## src/rtl/regfile_wb_arbiter.sv

```systemverilog
// Round-robin arbiter sharing the register-file write port between writeback
// requesters; registers the winner onto rf_we/rf_rd/rf_data and counts contention.
module regfile_wb_arbiter #(
  parameter int unsigned N_REQ = 3,
  parameter int unsigned CNT_W = 16
) (
  input  logic               clk,
  input  logic               rstN,
  input  logic [N_REQ-1:0]   req_valid,
  output logic [N_REQ-1:0]   req_ready,
  input  logic [N_REQ*5-1:0] req_rd,
  input  logic [N_REQ*32-1:0] req_data,
  input  logic               hold,
  output logic               rf_we,
  output logic [4:0]         rf_rd,
  output logic [31:0]        rf_data,
  input  logic               cnt_clr,
  output logic [CNT_W-1:0]   conflict_cnt
);

  localparam int unsigned PTR_W = (N_REQ > 2) ? $clog2(N_REQ) : 1;

  logic [PTR_W-1:0] r_ptr;
  logic             r_we;
  logic [4:0]       r_rd;
  logic [31:0]      r_data;
  logic [CNT_W-1:0] r_cnt;

  logic [N_REQ-1:0] w_elig;
  logic [N_REQ-1:0] w_ready;
  logic             w_found;
  logic             w_grant;
  logic             w_multi;
  logic [PTR_W-1:0] w_win;
  logic [PTR_W-1:0] w_ptr_next;
  logic [4:0]       w_win_rd;
  logic [31:0]      w_win_data;
  int unsigned      w_idx;

  // Eligibility excludes x0 targets; those are acked without using the port.
  always_comb begin
    for (int unsigned i = 0; i < N_REQ; i++) begin
      w_elig[i] = req_valid[i] && (req_rd[i*5 +: 5] != 5'd0);
    end
  end

  // Scan from r_ptr upward (mod N_REQ); the first eligible index wins.
  always_comb begin
    w_found    = 1'b0;
    w_win      = '0;
    w_win_rd   = '0;
    w_win_data = '0;
    w_idx      = 0;
    for (int unsigned k = 0; k < N_REQ; k++) begin
      w_idx = (32'(r_ptr) + k) % N_REQ;
      if (!w_found && w_elig[w_idx]) begin
        w_found    = 1'b1;
        w_win      = PTR_W'(w_idx);
        w_win_rd   = req_rd[w_idx*5 +: 5];
        w_win_data = req_data[w_idx*32 +: 32];
      end
    end
  end

  assign w_grant = w_found && !hold;
  assign w_multi = |(w_elig & (w_elig - 1'b1));
  assign w_ptr_next = (w_win == PTR_W'(N_REQ - 1)) ? '0 : w_win + 1'b1;

  always_comb begin
    w_ready = '0;
    if (rstN && !hold) begin
      for (int unsigned i = 0; i < N_REQ; i++) begin
        if (req_valid[i] && (req_rd[i*5 +: 5] == 5'd0)) begin
          w_ready[i] = 1'b1;
        end
      end
      if (w_found) begin
        w_ready[w_win] = 1'b1;
      end
    end
  end

  always_ff @(posedge clk or negedge rstN) begin
    if (!rstN) begin
      r_ptr  <= '0;
      r_we   <= 1'b0;
      r_rd   <= '0;
      r_data <= '0;
    end else begin
      r_we <= w_grant;
      if (w_grant) begin
        r_ptr  <= w_ptr_next;
        r_rd   <= w_win_rd;
        r_data <= w_win_data;
      end
    end
  end

  always_ff @(posedge clk or negedge rstN) begin
    if (!rstN) begin
      r_cnt <= '0;
    end else if (cnt_clr) begin
      r_cnt <= '0;
    end else if (!hold && w_multi && (r_cnt != '1)) begin
      r_cnt <= r_cnt + 1'b1;
    end
  end

  assign req_ready    = w_ready;
  assign rf_we        = r_we;
  assign rf_rd        = r_rd;
  assign rf_data      = r_data;
  assign conflict_cnt = r_cnt;

endmodule

```

## config.mk

```make
export PLATFORM = sky130hd
export DESIGN_NAME = regfile_wb_arbiter
export DESIGN_NICKNAME = d
export VERILOG_FILES = /design/src/rtl/regfile_wb_arbiter.sv
export SDC_FILE = /design/constraint.sdc
export NUM_CORES = 1
export LEC_CHECK = 0
export ABC_CLOCK_PERIOD_IN_PS = 5330
export CORE_AREA = 3 3 112 114
export DETAILED_ROUTE_END_ITERATION = 8
export DIE_AREA = 0 0 115 117
export GPL_ROUTABILITY_DRIVEN = 0
export PLACE_DENSITY = 0.87
export SETUP_SLACK_MARGIN = 0.1
export SLEW_MARGIN = 20
export SYNTH_ARGS = -nofsm -noshare
export SYNTH_HDL_FRONTEND = slang
export SYNTH_SLANG_ARGS = --single-unit
```

## constraint.sdc

```tcl
create_clock -name clk -period 5.33 [get_ports clk]
set_clock_uncertainty 0.1 [all_clocks]
set_input_delay 0.533 -clock clk [delete_from_list [all_inputs] [get_ports clk]]
set_output_delay 0.533 -clock clk [all_outputs]
set_load 0.02 [all_outputs]
```

==> run_results.csv <==
group,metric,value,unit
status,status,"completed",
power_and_ir_drop,worst_ir_drop_vdd,0.4950,mV
sta,final_hold_viol_count,0,
yosys,synth-edff-count,0,
power_and_ir_drop,cellInternalPower,2335,uW
power_and_ir_drop,total_power,4939,uW
sta,rsz0062_at_grt,"no",
critical_path,criticalPathCategory,"reg -> out",
yosys,synth_common_cells,"146 x nor2_1, 112 x mux2i_1, 86 x nand2_1, 85 x a21oi_1, 77 x o21ai_0",
yosys,yosysTopAreaCellShare,22.70,%
global_route,grt_overflow,0,
drt,drt-initial-drc-count,739,
sta,min_period_over_period,80.38,%
global_route,grt_pass1_vias,6846,
sta,final-max-slew-violation-count,0,
critical_path,slowest_stage,"ha_4",
floorplanning,ios,175,
floorplanning,die_y,117,um
floorplanning,core-area,11520,sq um
drt,wl,20270,um
power_and_ir_drop,p_per_area,610.2,nW/um^2
critical_path,arrival,3650,ps
yosys,synth_cells,846,
sta,tns,0,ps
clock_tree,root_buffer,"clkbuf_16",
power_and_ir_drop,p_comb_share,79.5,%
sta,setup-violations-final,0,
clock_tree,htreeDepth,2,
min_path,hp-class,"in -> async",
power_and_ir_drop,seqPwrFrac,12.8,%
final_layout,drive_gt1_share,4.654,%
final_layout,num_antenna_cells,0,
clock_tree,clk_pin_slew,80,ps
yosys,synth_area,6175,sq um
floorplanning,rows,39,
yosys,syn_area_per_cell,7.299,sq um
placement,io_buffers,174,
power_and_ir_drop,p_clk_share,7.7,%
global_route,busiest_layer,"met2",
critical_path,critPathMaxStageDelay,630,ps
drt,wl_per_cell,18.26,um
critical_path,cp-start-kind,"flop",
critical_path,path_cells,"inv_1 > ha_4 > buf_4 > o21ai_0 > a32oi_1 > o22a_1 > o311ai_0 > a21oi_1 > clkdlybuf4s50_1",
drt,vias,7058,
clock_tree,clkLatencyLatePin,290,ps
clock_tree,cts_setup_buffers,0,
global_route,grt_use_total,29.51,%
drt,via_per_inst,6.359,
sta,fmax,233.4,MHz
power_and_ir_drop,switching_share,52.73,%
power_and_ir_drop,p_leak,0.003219,uW
drt,drc_errors,0,
clock_tree,cts_hold_buf,0,
clock_tree,cts.sinks,56,
yosys,ys_warn_count,0,
global_route,use_met2,48.19,%
sta,worst_pin_slew,851.3,ps
yosys,syn-num-nets,978,
global_route,grt_pass1_wl,32760,um
clock_tree,ctsResizeCount,0,
sta,period_minus_slack,4284,ps
sta,relSlewSlack,43.24,%
critical_path,crit_required,4700,ps
final_layout,syn_to_final_growth,31.10,%
critical_path,critical_path.max_fanout,36,
clock_tree,clockBufferDepth,2,
global_route,use_met3,5.501,%
final_layout,final_util,70.30,%
final_layout,final_area,8095,sq um
floorplanning,die_area,13460,sq um
yosys,synthArstFlopShare,100.0,%
global_route,grt_antenna_before_repair,0,
yosys,yosys.area.top_type,"dfrtp_1",
yosys,synth-main-ff-cell,"dfrtp_1",
run,maxCapViolCount,0,
yosys,yosysSeqAreaShare,22.70,%
final_layout,final_nets,1098,
floorplanning,fp.dieW,115,um
yosys,synthTopCellsByArea,"dfrtp_1 23%, mux2i_1 18%, nor2_1 8.9%, a21oi_1 6.9%, o21ai_0 6.2%",
clock_tree,tritoncts,"built",
placement,hpwl,13960,um
drt,first_pass_iters,5,
clock_tree,cts_buffers,5,
drt,ant_nets,0,
yosys,ys_ff_latch,56,
global_route,grt_max_degree,66,
yosys,synth_cell_types,57,
floorplanning,initial_core_util,53.62,%
placement,postPlaceCellArea,7928,sq um
critical_path,cp-end-kind,"output port",
global_route,globalRouteMet1Util,39.32,%
power_and_ir_drop,p_switching,2605,uW
yosys,yosysMostFrequentCell,"nor2_1",
-- state kept, by name, summed over array words and instances, names as in the netlist --
name,count
rf_we,1
rf_rd,5
conflict_cnt,16
rf_data,32
r_ptr,2
-- kinds of logic (layout without fill, tap and decap cells) --
logic type / count (synthesis) / after routing / synth area share (%)
adders and majority gates: 15 / 15 / 3.242
buffers and inverters: 90 / 211 / 6.059
AOI/OAI and AO/OA: 257 / 257 / 25.49
xor gates and xnor gates: 8 / 8 / 1.135
and+or+nand+nor: 301 / 301 / 21.03
DFF: 56 / 56 / 22.69
muxes: 119 / 119 / 20.34
-- path summary, 6_finish.rpt --
| check | end | cells past startpoint | start | slack (ps) |
|---|---|---|---|---|
| min in group clk | rf_data[15] | 2 | rf_data[15] | 380 |
| hold / removal | conflict_cnt[2] | 2 | rstN | 350 |
| setup reg to reg | rf_data[13] | 10 | r_ptr[1] | 1350 |
| setup / recovery | req_ready[0] | 9 | r_ptr[1] | 1050 |
| hold reg to reg | rf_data[15] | 2 | rf_data[15] | 380 |
| max in group asynchronous | r_ptr[1] | 2 | rstN | 4280 |
-- per-stage QoR --
stage	std cells	hold slack (ps)	worst slack, ps
global route	1110	409.1	899.4
global placement	1102	361.6	1250
floorplan	846	137.4	1667
detailed placement	1102	369.3	1182
CTS	1110	379.2	1081
finish	1110	350.2	1046
-- cell type report --
cell class                 count  area, sq um
sequential                    56         1401
clock buffer                   5        125.1
multi-input combinational    700         4449
inverter                      15        56.30
timing repair buffer         188         1842
fill                         965         3421
clock inverter                 3        42.54
tap                          143        178.9
-- power groups by stage --
stage          clock (uW)  sequential (uW)  combinational (uW)
6_report              383              632                3920
5_1_grt               399              645                4290
4_1_cts               386              632                3870
3_5_place_dp            0              636                3860
3_3_place_gp            0              638                3780
2_1_floorplan           0              747                2750
-- cells in the final DEF, fill, tap and decap left out, types with 3 or more instances in the layout --
master           netlist  layout
o21ai_1               14      14
clkdlybuf4s50_1        0     173
nor3_1                 7       6
nand2_1               86      86
ha_1                  12       9
xnor2_1                5       5
nor4_1                 5       5
and2_1                 5       5
dfrtp_1               56      56
o22ai_1                5       5
a31oi_1                5       5
o21ai_0               77      77
or4_1                  6       6
or3_1                 11      11
mux2i_1              112     112
nor2_1               146     145
a21oi_1               85      85
buf_4                  3      14
a221oi_1              36      36
inv_1                 14      14
xor2_1                 3       3
nand4_1                9       9
o31ai_1                4       4
o211ai_1               8       8
clkbuf_16              0       5
nand3_1               13      12
mux4_2                 5       5
-- routing by layer --
metal,vias to the layer above,part of all wire [%]
met5,-,0
met4,0,2.6
li1,3316,-
met2,416,47
met3,56,9.7
met1,3270,41
-- worst max-delay path: cells and delay by family, from the launching register on --
kind / cells / cell delay, ps
AO/OA/AOI/OAI: 5 / 910
adder cells (fa/ha/maj): 1 / 630
flip-flops: 1 / 490
buffers and inverters: 3 / 1300
No activity file was read; power rests on OpenSTA's default activity.
